$ cat src/rtl/rice_block_sequencer.sv
// Per-packet block sequencer for the Rice decoder datapath.
// Drives ID fetch, reference flags, sample requests and output RAM writes.
module rice_block_sequencer #(
  parameter int J            = 16,
  parameter int REF_INTERVAL = 64,
  parameter int ADDR_W       = 10,
  parameter int NBLK_W       = 8
) (
  input  logic              clk,
  input  logic              reset,
  input  logic              go,
  input  logic [NBLK_W-1:0] num_blocks,
  output logic              id_req,
  input  logic              id_ack,
  output logic              dec_req,
  input  logic              dec_ack,
  output logic              ref_flag,
  output logic              datavalid,
  output logic              wren,
  output logic [ADDR_W-1:0] waddr,
  output logic              busy,
  output logic              done
);

  localparam int SW = $clog2(J + 1);
  localparam int RW = (REF_INTERVAL > 1) ? $clog2(REF_INTERVAL) : 1;
  localparam logic [SW-1:0] SMP_LAST = SW'(J - 1);
  localparam logic [RW-1:0] REF_LAST = RW'(REF_INTERVAL - 1);

  typedef enum logic [2:0] {
    IDLE, FETCH_ID, REF, SAMPLE, NEXT_BLK, DONE
  } state_t;

  state_t            state, state_n;
  logic [NBLK_W-1:0] nblk;
  logic [NBLK_W-1:0] blk_cnt;
  logic [SW-1:0]     smp_cnt;
  logic [RW-1:0]     ref_cnt;
  logic              go_ok;
  logic              ack_ok;
  logic              last_blk;

  assign go_ok    = (state == IDLE) && go;
  assign ack_ok   = dec_ack && ((state == REF) || (state == SAMPLE));
  assign last_blk = (blk_cnt + NBLK_W'(1)) == nblk;

  always_comb begin
    state_n = state;
    unique case (state)
      IDLE:
        if (go)
          state_n = (num_blocks == '0) ? DONE : FETCH_ID;
      FETCH_ID:
        if (id_ack)
          state_n = (ref_cnt == '0) ? REF : SAMPLE;
      REF:
        if (dec_ack)
          state_n = SAMPLE;
      SAMPLE:
        if (dec_ack && (smp_cnt == SMP_LAST))
          state_n = NEXT_BLK;
      NEXT_BLK:
        state_n = last_blk ? DONE : FETCH_ID;
      DONE:
        state_n = IDLE;
      default:
        state_n = IDLE;
    endcase
  end

  always_ff @(posedge clk or negedge reset) begin
    if (!reset) begin
      state <= IDLE;
    end else begin
      state <= state_n;
    end
  end

  // Reference cadence uses a wrapping counter rather than blk_cnt mod N.
  always_ff @(posedge clk or negedge reset) begin
    if (!reset) begin
      nblk    <= '0;
      blk_cnt <= '0;
      smp_cnt <= '0;
      ref_cnt <= '0;
    end else if (go_ok) begin
      nblk    <= num_blocks;
      blk_cnt <= '0;
      smp_cnt <= '0;
      ref_cnt <= '0;
    end else if (state == NEXT_BLK) begin
      blk_cnt <= blk_cnt + NBLK_W'(1);
      smp_cnt <= '0;
      ref_cnt <= (ref_cnt == REF_LAST) ? '0 : ref_cnt + RW'(1);
    end else if (ack_ok) begin
      smp_cnt <= smp_cnt + SW'(1);
    end
  end

  // waddr is the address counter: it names the pending write, then steps.
  always_ff @(posedge clk or negedge reset) begin
    if (!reset) begin
      waddr <= '0;
    end else if (go_ok) begin
      waddr <= '0;
    end else if (wren) begin
      waddr <= waddr + ADDR_W'(1);
    end
  end

  always_ff @(posedge clk or negedge reset) begin
    if (!reset) begin
      id_req    <= 1'b0;
      dec_req   <= 1'b0;
      ref_flag  <= 1'b0;
      datavalid <= 1'b0;
      wren      <= 1'b0;
      busy      <= 1'b0;
      done      <= 1'b0;
    end else begin
      id_req    <= (state_n == FETCH_ID);
      dec_req   <= (state_n == REF) || (state_n == SAMPLE);
      ref_flag  <= (state_n == REF);
      datavalid <= ack_ok;
      wren      <= ack_ok;
      busy      <= (state_n != IDLE);
      done      <= (state_n == DONE);
    end
  end

endmodule

$ cat config.mk
export PLATFORM = sky130hd
export DESIGN_NAME = rice_block_sequencer
export DESIGN_NICKNAME = d
export VERILOG_FILES = /design/src/rtl/rice_block_sequencer.sv
export SDC_FILE = /design/constraint.sdc
export NUM_CORES = 1
export LEC_CHECK = 0
export ABC_AREA = 0
export CORE_MARGIN = 1.5
export CORE_UTILIZATION = 40
export CTS_CLUSTER_DIAMETER = 200
export CTS_CLUSTER_SIZE = 30
export DETAILED_ROUTE_END_ITERATION = 10
export PLACE_DENSITY = 0.65
export SLEW_MARGIN = 40
export SYNTH_ARGS = -nofsm -noshare
export SYNTH_HDL_FRONTEND = slang
export SYNTH_SLANG_ARGS = --single-unit
export TNS_END_PERCENT = 1
$ cat constraint.sdc
create_clock -name clk -period 1.75 [get_ports clk]
set_input_delay 0.35 -clock clk [delete_from_list [all_inputs] [get_ports clk]]
set_output_delay 0.35 -clock clk [all_outputs]
set_load 0.005 [all_outputs]
==> metrics.yaml <==
reg2regPathDepth: 6
hold_viol: 0
die_w_um: 80.6
max_cap_viol_count: 0
synth-edff-count: 0
totalWireLength_mm: 4.94
grt_start_max_net_pins: 39
wl_met3_um: 161
max_freq_ghz: 0.582
worstPathCellList: "buf_4 > nand2_2 > or3_1 > and4b_1 > o311a_1 > a21bo_1"
cts_htree_levels: 2
grtUsageTotal_pct: 17.0
synth.avg_cell_area_um2: 9.86
critical_path_buf_inv_count: 1
tns_ns: 0
diodes: 0
fill_cells: 546
status: "complete, no violations"
area_growth_pct: 25.3
synth_ff_type: "dfrtp_1"
antenna_found_initial: 0
clock_latency_ns: 0.30
rsz0062_at_grt: "true"
highest_layer: "met4"
synth_nets: 263
dr.first_iter.drc_count: 154
cts_root_buffer: "clkbuf_8"
clock_path_buffers: 2
grt_first_pass_wirelength_mm: 8.51
cts_buffers: 5
synthCells: 244
drv_slew: 0
cp.required_ns: 1.95
route.vias.total: 1901
synth_warnings: 0
path_class: "reg2reg"
grt_pass1_vias: 1801
path_delay_family: "simple AND/OR/NAND/NOR gates"
cts_tree: "done"
relSlewSlack_pct: 72.5
p_per_area_nw_per_um2: 1400
dp.final_hpwl_mm: 3.69
multi_input_area_um2: 1180
grt_overflow: 0
route.detailed.drc: 0
seq_area_um2: 1150
wl_met2_mm: 2.36
slowest_delay_ns: 0.36
syn_area_um2: 2410
boundaryPins: 30
fin_worst_skew_ns: 0.0118
final_nets: 308
postRouteAntennaNets: 0
fin_crit_sh_pct: 98.2
ys_ff_latch: 46
portBuffers: 29
coreArea_um2: 5850
drt_pass1_iterations: 4
timing.final.ws_setup_ns: 0.0316
rows: 28
die_area_um2: 6490
vias_per_cell: 5.21
p_leak_nw: 1.31
crit_arrival_ns: 1.92
critPathSlowestCell: "dfrtp_1"
cp-start-kind: "flop"
drive_gt1_share_pct: 15.5
rrSetupSlack_ns: 0.03
synth.yosys.seq_area_share_pct: 47.8
rr_startpoint: "blk_cnt[0]$_DFFE_PN0P_"
synthArstFlopShare_pct: 100
finalSetupViolations: 0
ir_drop_uv: 534
tightest_slew_ns: 0.412
start_util_pct: 41.1
worstReg2RegEnd: "state[2]$_DFF_PN0_"
wire_per_inst_um: 13.5
die_y_um: 80.6
power_mw: 4.22
gp_congestion: 0.818
numClockSinks: 46
drt-met1-wl_mm: 2.35
critPathMaxFanout: 6
crit_path_end_kind: "flop"
finalCriticalPeriod_ns: 1.72
clk_pin_slew_ns: 0.09
min_path_type: "in2async"
synth_cell_type_count: 45
dp_slack_ns: -0.121
==> sequential cells by signal, summed over array words and instances (netlist names) <==
signal	count
blk_cnt	8
wren	1
dec_req	1
smp_cnt	5
state	3
waddr	10
done	1
ref_flag	1
busy	1
id_req	1
ref_cnt	6
nblk	8
==> timing repair <==
action,CTS,global route
hold buffers,1,0
setup endpoints to repair,3,3
buffers inserted,0,0
pin swaps,2,1
hold endpoints to repair,8,0
resized for setup,2,0
==> metrics by stage <==
stage / hold slack (ns) / utilization (%) / area [um^2] / instances
5_1_grt: 0.434 / 51.5 / 3020 / 365
3_3_place_gp: 0.229 / 49.3 / 2890 / 356
2_1_floorplan: 0.0544 / - / 2420 / 244
4_1_cts: 0.430 / 51.5 / 3020 / 365
6_report: 0.421 / 51.5 / 3020 / 365
3_5_place_dp: 0.225 / 49.3 / 2890 / 356
==> routing by layer <==
metal	global-route usage, %	up-vias
li1	-	944
met1	23.0	915
met2	26.7	35
met3	3.98	7
met4	5.34	0
met5	0	-
==> worst max-delay path by stage <==
| stage | from | endpoint | slack, ns | depth (start not counted) |
|---|---|---|---|---|
| after floorplan | blk_cnt[0]$_DFFE_PN0P_ | id_req$_DFF_PN0_ | 0.00001 | 6 |
| after global placement | go | nblk[4]$_DFFE_PN0P_ | -0.09 | 4 |
| final | blk_cnt[0]$_DFFE_PN0P_ | state[2]$_DFF_PN0_ | 0.03 | 6 |
| after global routing | blk_cnt[0]$_DFFE_PN0P_ | state[2]$_DFF_PN0_ | -0.04 | 6 |
| after CTS | blk_cnt[0]$_DFFE_PN0P_ | state[2]$_DFF_PN0_ | 0.03 | 6 |
| after detailed placement | go | nblk[5]$_DFFE_PN0P_ | -0.12 | 4 |
==> kinds of logic (layout without fill, tap and decap cells) <==
family	after synthesis	count (layout)	share of synthesized area, %
and+or+nand+nor	97	97	21.5
buffers and inverters	18	64	3.69
adders and majority gates	6	6	3.12
DFF	46	46	47.8
AOI/OAI and AO/OA	49	49	12.7
xor gates and xnor gates	17	17	6.19
muxes	11	11	4.99
==> synthesized netlist by cell type, drive strengths merged, types with 7 or more instances <==
cell type | n | area (um^2)
nand2 | 23 | 88.8
and3 | 9 | 56.3
xnor2 | 9 | 78.8
a21oi | 10 | 50.1
o21ai | 21 | 105
xor2 | 8 | 70.1
inv | 8 | 30.0
buf | 7 | 47.6
mux2 | 8 | 90.1
dfrtp | 46 | 1150
nor2 | 28 | 105
nand3 | 8 | 45.0
==> final cells by class <==
type / instances / share of cell area (%)
Sequential cell: 46 / 38.2
Timing Repair Buffer: 48 / 14.7
Clock inverter: 3 / 1.45
Inverter: 8 / 0.996
Clock buffer: 5 / 2.28
Multi-Input combinational cell: 180 / 39.3
Tap cell: 75 / 3.11
==> power breakdown <==
group          leakage [nW]  switching [mW]  internal [mW]  total, mW
Combinational         0.689           0.691          0.876       1.57
Clock                0.0585           0.363          0.428      0.791
Sequential            0.568           0.387           1.47       1.86
==> layout by cell type (no fill, tap or decap), types with 3 or more instances in the layout <==
cell	count
inv_1	8
or3_1	4
xnor2_1	9
o21ai_0	20
xor2_1	8
a21o_1	3
nor3b_1	3
mux2i_1	3
mux2_2	8
nand2b_1	5
nor4_1	3
clkbuf_8	5
ha_1	5
nor2_1	28
and3_1	7
buf_4	17
a21oi_1	10
dfrtp_1	46
nand4_1	5
clkdlybuf4s50_1	28
nand3_1	7
nand2_1	22
(Power assumes the default switching activity.)
